<file path="src/rtl/pll_reconfig_ctrl.sv">
`default_nettype none
// ============================================================================
//  Module      : pll_reconfig_ctrl
//  Description : Runtime reprogramming sequencer for the core Cyclone V PLL.
//                Writes one of two counter profiles into the Altera PLL
//                reconfiguration block over its Avalon-MM management port
//                (waitrequest mode), starts the reconfiguration, then waits
//                for the PLL to relock and reports done or timeout.
//  Revision    : 1.0  initial release
// ----------------------------------------------------------------------------
//  Ports
//    refclk           in   controller clock (PLL reference clock)
//    rst              in   asynchronous active-high reset
//    req              in   level-sampled reconfiguration request (IDLE only)
//    prof_sel         in   profile to load, sampled together with req
//    busy             out  high from request acceptance until done or err
//    done             out  one-cycle pulse on successful relock
//    err              out  sticky relock timeout, cleared on next accept
//    cur_prof         out  last successfully loaded profile
//    mgmt_address     out  reconfig register address
//    mgmt_writedata   out  reconfig write data
//    mgmt_write       out  write strobe
//    mgmt_read        out  read strobe, never used (tied 0)
//    mgmt_waitrequest in   stall from the reconfig block
//    pll_locked       in   PLL lock indicator (asynchronous)
// ============================================================================
module pll_reconfig_ctrl #(
    // Profile packing, MSB first: {C3, C2, C1, C0, N, M}, 18 bits each,
    // each word = {odd_en, bypass, hi[7:0], lo[7:0]}.
    parameter logic [107:0] PROF0        = {18'h04848, 18'h04848, 18'h00909,
                                            18'h20504, 18'h20605, 18'h04040},
    parameter logic [107:0] PROF1        = {18'h04848, 18'h04848, 18'h00909,
                                            18'h20504, 18'h20605, 18'h04141},
    parameter int           LOCK_BLANK   = 16,
    parameter int           LOCK_TIMEOUT = 1048576
) (
    input  logic        refclk,
    input  logic        rst,
    input  logic        req,
    input  logic        prof_sel,
    output logic        busy,
    output logic        done,
    output logic        err,
    output logic        cur_prof,
    output logic [5:0]  mgmt_address,
    output logic [31:0] mgmt_writedata,
    output logic        mgmt_write,
    output logic        mgmt_read,
    input  logic        mgmt_waitrequest,
    input  logic        pll_locked
);

    localparam int c_blank_w = (LOCK_BLANK   > 1) ? $clog2(LOCK_BLANK)   : 1;
    localparam int c_tmo_w   = (LOCK_TIMEOUT > 1) ? $clog2(LOCK_TIMEOUT) : 1;

    localparam logic [c_blank_w-1:0] c_blank_last = c_blank_w'(LOCK_BLANK - 1);
    localparam logic [c_tmo_w-1:0]   c_tmo_last   = c_tmo_w'(LOCK_TIMEOUT - 1);

    typedef enum logic [2:0] {
        ST_IDLE       = 3'd0,
        ST_WR         = 3'd1,
        ST_GAP        = 3'd2,
        ST_WAIT_BLANK = 3'd3,
        ST_WAIT_LOCK  = 3'd4
    } state_t;

    state_t                 state_q,     state_d;
    logic [2:0]             k_q,         k_d;
    logic                   prof_q,      prof_d;
    logic                   busy_q,      busy_d;
    logic                   done_q,      done_d;
    logic                   err_q,       err_d;
    logic                   cur_prof_q,  cur_prof_d;
    logic [c_blank_w-1:0]   blank_cnt_q, blank_cnt_d;
    logic [c_tmo_w-1:0]     tmo_cnt_q,   tmo_cnt_d;
    logic                   lock_s1_q,   lock_s1_d;
    logic                   lock_s2_q,   lock_s2_d;

    logic [107:0]           w_prof;
    logic [17:0]            w_word;
    logic [2:0]             w_cnt_sel;
    logic [5:0]             w_addr;
    logic [31:0]            w_data;

    // ------------------------------------------------------------------------
    // Write list decode: address and data for write index k
    // ------------------------------------------------------------------------
    assign w_prof    = prof_q ? PROF1 : PROF0;
    // C0..C3 are written with k = 3..6, so the counter select is k - 3.
    assign w_cnt_sel = k_q - 3'd3;

    always_comb begin
        w_word = 18'd0;
        case (k_q)
            3'd1:    w_word = w_prof[17:0];     // M
            3'd2:    w_word = w_prof[35:18];    // N
            3'd3:    w_word = w_prof[53:36];    // C0
            3'd4:    w_word = w_prof[71:54];    // C1
            3'd5:    w_word = w_prof[89:72];    // C2
            3'd6:    w_word = w_prof[107:90];   // C3
            default: w_word = 18'd0;
        endcase
    end

    always_comb begin
        w_addr = 6'd0;
        w_data = 32'd0;
        case (k_q)
            3'd0: begin                         // MODE = waitrequest mode
                w_addr = 6'd0;
                w_data = 32'd0;
            end
            3'd1: begin
                w_addr = 6'd4;
                w_data = {14'd0, w_word};
            end
            3'd2: begin
                w_addr = 6'd3;
                w_data = {14'd0, w_word};
            end
            3'd3, 3'd4, 3'd5, 3'd6: begin
                w_addr = 6'd5;
                w_data = {9'd0, 2'b00, w_cnt_sel, w_word};
            end
            default: begin                      // START
                w_addr = 6'd2;
                w_data = 32'd0;
            end
        endcase
    end

    // ------------------------------------------------------------------------
    // Next-state logic
    // ------------------------------------------------------------------------
    always_comb begin
        state_d     = state_q;
        k_d         = k_q;
        prof_d      = prof_q;
        busy_d      = busy_q;
        done_d      = 1'b0;
        err_d       = err_q;
        cur_prof_d  = cur_prof_q;
        blank_cnt_d = blank_cnt_q;
        tmo_cnt_d   = tmo_cnt_q;
        lock_s1_d   = pll_locked;
        lock_s2_d   = lock_s1_q;

        case (state_q)
            ST_IDLE: begin
                if (req) begin
                    prof_d  = prof_sel;
                    err_d   = 1'b0;
                    busy_d  = 1'b1;
                    k_d     = 3'd0;
                    state_d = ST_WR;
                end
            end
            ST_WR: begin
                // Stall indefinitely while the reconfig block holds off.
                if (!mgmt_waitrequest) begin
                    if (k_q == 3'd7) begin
                        blank_cnt_d = '0;
                        state_d     = ST_WAIT_BLANK;
                    end else begin
                        state_d     = ST_GAP;
                    end
                end
            end
            ST_GAP: begin
                k_d     = k_q + 3'd1;
                state_d = ST_WR;
            end
            ST_WAIT_BLANK: begin
                // Lock may still read high from the old configuration here.
                if (blank_cnt_q == c_blank_last) begin
                    tmo_cnt_d = '0;
                    state_d   = ST_WAIT_LOCK;
                end else begin
                    blank_cnt_d = blank_cnt_q + 1'b1;
                end
            end
            ST_WAIT_LOCK: begin
                // Lock is tested first so it wins over a coincident timeout.
                if (lock_s2_q) begin
                    done_d     = 1'b1;
                    cur_prof_d = prof_q;
                    busy_d     = 1'b0;
                    state_d    = ST_IDLE;
                end else if (tmo_cnt_q == c_tmo_last) begin
                    err_d   = 1'b1;
                    busy_d  = 1'b0;
                    state_d = ST_IDLE;
                end else begin
                    tmo_cnt_d = tmo_cnt_q + 1'b1;
                end
            end
            default: begin
                state_d = ST_IDLE;
            end
        endcase
    end

    // ------------------------------------------------------------------------
    // State registers
    // ------------------------------------------------------------------------
    always_ff @(posedge refclk or posedge rst) begin
        if (rst) begin
            state_q     <= ST_IDLE;
            k_q         <= 3'd0;
            prof_q      <= 1'b0;
            busy_q      <= 1'b0;
            done_q      <= 1'b0;
            err_q       <= 1'b0;
            cur_prof_q  <= 1'b0;
            blank_cnt_q <= '0;
            tmo_cnt_q   <= '0;
            lock_s1_q   <= 1'b0;
            lock_s2_q   <= 1'b0;
        end else begin
            state_q     <= state_d;
            k_q         <= k_d;
            prof_q      <= prof_d;
            busy_q      <= busy_d;
            done_q      <= done_d;
            err_q       <= err_d;
            cur_prof_q  <= cur_prof_d;
            blank_cnt_q <= blank_cnt_d;
            tmo_cnt_q   <= tmo_cnt_d;
            lock_s1_q   <= lock_s1_d;
            lock_s2_q   <= lock_s2_d;
        end
    end

    // ------------------------------------------------------------------------
    // Outputs: bus signals are only driven while a write is being issued.
    // ------------------------------------------------------------------------
    assign busy           = busy_q;
    assign done           = done_q;
    assign err            = err_q;
    assign cur_prof       = cur_prof_q;
    assign mgmt_write     = (state_q == ST_WR);
    assign mgmt_address   = (state_q == ST_WR) ? w_addr : 6'd0;
    assign mgmt_writedata = (state_q == ST_WR) ? w_data : 32'd0;
    assign mgmt_read      = 1'b0;

endmodule
`default_nettype wire

</file>
<file path="config.mk">
export PLATFORM = sky130hd
export DESIGN_NAME = pll_reconfig_ctrl
export DESIGN_NICKNAME = d
export VERILOG_FILES = /design/src/rtl/pll_reconfig_ctrl.sv
export SDC_FILE = /design/constraint.sdc
export NUM_CORES = 1
export LEC_CHECK = 0
export CORE_MARGIN = 2
export CORE_UTILIZATION = 40
export DETAILED_ROUTE_END_ITERATION = 10
export PLACE_DENSITY = 0.65
export SYNTH_ARGS = -nofsm -noshare
export SYNTH_HDL_FRONTEND = slang
export SYNTH_SLANG_ARGS = --single-unit
</file>
<file path="constraint.sdc">
create_clock -name refclk -period 5 [get_ports refclk]
set_clock_uncertainty 0.05 [all_clocks]
set_input_delay 1.25 -clock refclk [delete_from_list [all_inputs] [get_ports refclk]]
set_output_delay 1.25 -clock refclk [all_outputs]
set_load 0.01 [all_outputs]
</file>
# --- Yosys cells after proc, flatten, opt, wreduce, memory -nomap -nowiden ---
# Cells that the tools add are included.
totals:
  memories: 0
  regBits: 37
  elab_cells: 86
  input_bits: 6
  latchBits: 0
  out_inout_bits: 44
  romBits: 0
  ram_bits: 0
op_classes:
  div: 0
  n_mux: 33
  add_sub_neg: 4
  magnitude_cmp: 0
  shifts: 0
  n_bitwise: 0
  multipliers: 0
  n_eq_ne: 22
  reduce_logical: 16
op_table:
  columns: ["cell", "count"]
  rows:
  - ["18-bit one-hot mux with 6 select lines", 1]
  - ["20-bit 2-to-1 mux", 3]
  - ["21-bit one-hot mux with 2 select lines", 1]
  - ["20-bit one-hot mux with 2 select lines", 1]
  - ["32-bit 2-to-1 mux", 1]
  - ["20-bit by 1-bit adder with 20-bit output (second input constant)", 1]
  - ["20-bit equality test (second input constant)", 1]
  - ["3-bit 2-to-1 mux", 6]
  - ["4-bit AND reduction", 4]
  - ["3-bit equality test (second input constant)", 5]
  - ["3-bit one-hot mux with 5 select lines", 1]
  - ["2-bit != test (second input constant)", 7]
  - ["3-bit by 2-bit equality test with 1-bit output (second input constant)", 4]
  - ["4-bit 2-to-1 mux", 3]
  - ["3-bit one-hot mux with 4 select lines", 1]
  - ["1-bit 2-to-1 mux", 9]
  - ["9-bit 2-to-1 mux", 1]
  - ["4-bit one-hot mux with 2 select lines", 1]
  - ["2-bit nonzero test", 4]
  - ["3-bit by 1-bit equality test with 1-bit output (second input constant)", 2]
  - ["3-bit zero test", 2]
  - ["6-bit 2-to-1 mux", 1]
  - ["3-bit one-hot mux with 2 select lines", 1]
  - ["2-bit AND reduction", 3]
  - ["10 further kinds", 11]

# --- Logic depth before layout (Yosys ltp) ---
depth:
  ltp_word: 4
  mapped_depth: 9
  mapped_depth_nobuf: 7

# --- Worst setup path after synthesis ---
# No wires, ideal clock.
synth_timing:
  path_kind: "flip-flop to output port"
  from: "register state_q[0]"
  to: "output mgmt_writedata[10]"
  required_ns: 3.700
  arrival_time_ns: 1.649
  setup_slack_ns: 2.051
  path_stages_with_launch: 8
  path_buffers: 2
  cell_sequence: "dfrtp_1 -> nor2b_1 -> clkbuf_1 -> nand2b_1 -> inv_1 -> o21ai_0 -> a31oi_1 -> buf_4"
synth_between:
  elab_chain_cells: 2
synth_rtl:
  columns: ["element", "line_no", "rtl"]
  rows:
  - ["from (decl)", "67", "state_t state_q, state_d;"]
  - ["from (signal assigned)", "220", "state_q <= state_d;"]
  - ["3-bit by 1-bit equality test with 1-bit output", null, null]
  - ["named net mgmt_write", "47", "output logic mgmt_write,"]
  - ["32-bit 2-to-1 mux", "243", "assign mgmt_writedata = (state_q == ST_WR) ? w_data : 32'd0;"]
  - ["to (decl)", "46", "output logic [31:0] mgmt_writedata,"]
# The timed path passes the listed nets, and every way through them passes these cells.

# --- Worst setup path in the final report ---
layout_timing:
  from: "register state_q[0]"
  to: "output mgmt_writedata[17]"
layout_between:
  elab_chain_cells: 2
layout_rtl:
  columns: ["element", "line_no"]
  rows:
  - ["3-bit by 1-bit equality test with 1-bit output", "243"]
  - ["32-bit 2-to-1 mux", "243"]
# No other way between the ends.

==> results.yml <==
outcome:
  status: "finished clean"
timing:
  fin_tns_setup_ns: 0
  relSlewSlack_pct: 26.0
  slew_viol_final: 0
  rsz0062_at_grt: "no"
  max_clock_freq_mhz: 269
  final-setup-viol-count: 0
  finalCritPeriodShare_pct: 74.3
  layout_setup_ws_ns: 1.28
  fin_crit_ns: 3.72
  final-hold-violation-count: 0
  tightest_slew_ns: 1.11
placement:
  gp_congestion: 0.788
  hpwlAfterDp_mm: 3.51
  portBuffers: 26
  dpl_worst_slack_ns: 1.56
  place_area_um2: 2590
  place_inst: 350
die:
  dieWidth_um: 82.2
  ios: 50
  core_um2: 5920
  row_count: 28
  initial_core_util_pct: 41.3
  die_area_um2: 6750
  die_h_um: 82.2
critical_path:
  worst-path-buf-inv: 2
  arrival_ns: 2.42
  reg2reg_from: "state_q[1]"
  critPathMaxStageDelay_ns: 0.58
  required_ns: 3.70
  end_kind: "output port"
  crit_family: "buffers and inverters"
  worstSetupStartpoint: "state_q[0]"
  crit_fanout: 8
  crit_slowest_cell: "clkdlybuf4s50_1"
  critical_path_class: "reg2out"
  path_cells: "nor2b_1, nand2b_1, inv_1, o21ai_0, a31oi_1, clkdlybuf4s50_1"
  start_kind: "flop"
power_and_ir_drop:
  power_density_nw_per_um2: 342
  ir_worst_vdd_mv: 0.158
  power_frac_comb_pct: 34.4
  seqPwrFrac_pct: 42.4
  p_int_uw: 585
  p_sw_share_pct: 36.1
  clkPwrFrac_pct: 23.2
  p_switching_uw: 330
  leakage_uw: 0.00118
synthesis:
  synth_top_family_by_area: "simple AND/OR/NAND/NOR gates"
  synth_cell_types: 48
  yosysTopAreaCell: "dfrtp_1"
  synthTopCellsByCount: "dfrtp_1 (37), buf_4 (27), a21oi_1 (18), nand2_1 (18), nand3_1 (15)"
  syn_area_um2: 2440
  synth_area_leaders: "dfrtp_1 (38%), buf_4 (8.3%), ha_1 (4.1%), a21oi_1 (3.7%), nand3_1 (3.1%)"
  synth_area_per_cell_um2: 9.19
  synthXorXnorAreaFrac_pct: 0
  synthFlopType: "dfrtp_1"
  synth-simple-area-share_pct: 21.9
  synthCells: 266
  synth_seq_cells: 37
  async_flop_share_pct: 100
  synthAdderAreaFrac_pct: 4.09
  synth-edff-count: 0
  synth_compound_area_share_pct: 19.4
  synth_mux_area_share_pct: 3.17
  synth_top_cell_area_share_pct: 37.9
  ys_warn_count: 0
  synthMostInstantiatedCell: "dfrtp_1"
  seq_area_frac_synth_pct: 37.9
route:
  avgRoutedWirePerCell_um: 13.7
  met3_length_um: 242
  antenna_left: 0
  m1WireLength_mm: 2.37
  vias_per_cell: 5.33
  wl_met2_mm: 2.24
  routed-via-count: 1904
  wl_mm: 4.89
  drt_first_pass_iters: 4
  drc: 0
  drt_iter0_markers: 69
  topRoutingLayerUsed: "met4"
cts:
  clock_latency_ns: 0.29
  clock-sinks: 37
  clockBufferDepth: 2
  hold_buffers: 0
  numCtsBuffers: 5
  post_cts_resized: 0
  htreeDepth: 2
  cts_tree: "yes"
  path_clk_slew_ns: 0.07
  cts-root-buf: "clkbuf_8"
  post_cts_buffers: 0
cells_and_area:
  regArea_um2: 926
  drive_gt1_share_pct: 6.38
  multi_input_area_um2: 1270
  final_area_um2: 2680
  fill_cells: 560
  fin_nets: 296
  diodes: 0
  utilization_pct: 45.2
  instances_no_fill: 357
  area.growth.synth_to_final_pct: 9.52
global_routing:
  track_usage_pct: 15.5
  grt_pass1_wl_mm: 8.20
  grt_pass1_vias: 1760
  grt_start_max_net_pins: 26
  grt_remaining_overflow: 0
  antenna_found_initial: 0
hold_path:
  hp-start: "lock_s1_q"
  hold_path_class: "reg2reg"
flow_run:
  cap_violations: 0
[power groups by stage]
stage | registers [uW] | logic [uW] | clock network [uW]
after floorplan | 365 | 263 | 0
after global placement | 391 | 312 | 0
after detailed placement | 394 | 314 | 0
after CTS | 388 | 317 | 217
after global routing | 397 | 353 | 229
final | 388 | 315 | 213
[flip-flops by register name, summed over array words and instances, names as in the netlist]
signal / flops
tmo_cnt_q: 20
prof_q: 1
done: 1
lock_s2_q: 1
busy: 1
state_q: 3
lock_s1_q: 1
cur_prof: 1
blank_cnt_q: 4
err: 1
k_q: 3
[metal layers]
| layer | GRT usage [%] | up-vias |
|---|---|---|
| met5 | 0 | - |
| met4 | 4.00 | 0 |
| met3 | 3.91 | 7 |
| met2 | 25.2 | 50 |
| met1 | 20.7 | 899 |
| li1 | - | 948 |
[stage by stage]
| stage | power [uW] | hold slack [ns] |
|---|---|---|
| floorplan | 628 | 0.281 |
| global placement | 703 | 0.281 |
| detailed placement | 708 | 0.304 |
| CTS | 921 | 0.321 |
| global route | 979 | 0.338 |
| finish | 916 | 0.334 |
[cells by family (layout without fill, tap and decap cells)]
group	after synthesis	count (layout)
adder cells (fa/ha/maj)	8	8
AO/OA/AOI/OAI	72	72
multiplexers	7	7
flip-flops	37	37
other	1	23
buffers and inverters	48	42
AND/OR/NAND/NOR	93	93
[final timing paths]
| check | endpoint | slack, ns | cells past startpoint |
|---|---|---|---|
| worst min register to register | lock_s2_q | 0.33 | 0 |
| min in group asynchronous | prof_q | 1.45 | 2 |
| worst max register to register | tmo_cnt_q[4] | 2.40 | 5 |
| worst max-delay path | mgmt_writedata[17] | 1.28 | 6 |
| max in group asynchronous | tmo_cnt_q[2] | 2.71 | 3 |
| worst min-delay path | lock_s2_q | 0.33 | 0 |
[cell type report]
class | count | share of cell area, %
tap | 75 | 3.50
multi-input combinational | 203 | 47.6
clock buffer | 7 | 3.22
timing repair buffer | 27 | 10.0
inverter | 8 | 1.12
sequential | 37 | 34.6
[placed cells by master (no fill, tap or decap), types with 10 or more instances in the layout]
cell type / synthesis / final
conb_1: 1 / 23
nand3_1: 15 / 15
nor2_1: 11 / 11
clkdlybuf4s50_1: 0 / 26
a21oi_1: 18 / 18
o21ai_0: 12 / 12
a31oi_1: 10 / 10
nand2_1: 18 / 18
dfrtp_1: 37 / 37
Power figures use the tool's default switching activity.
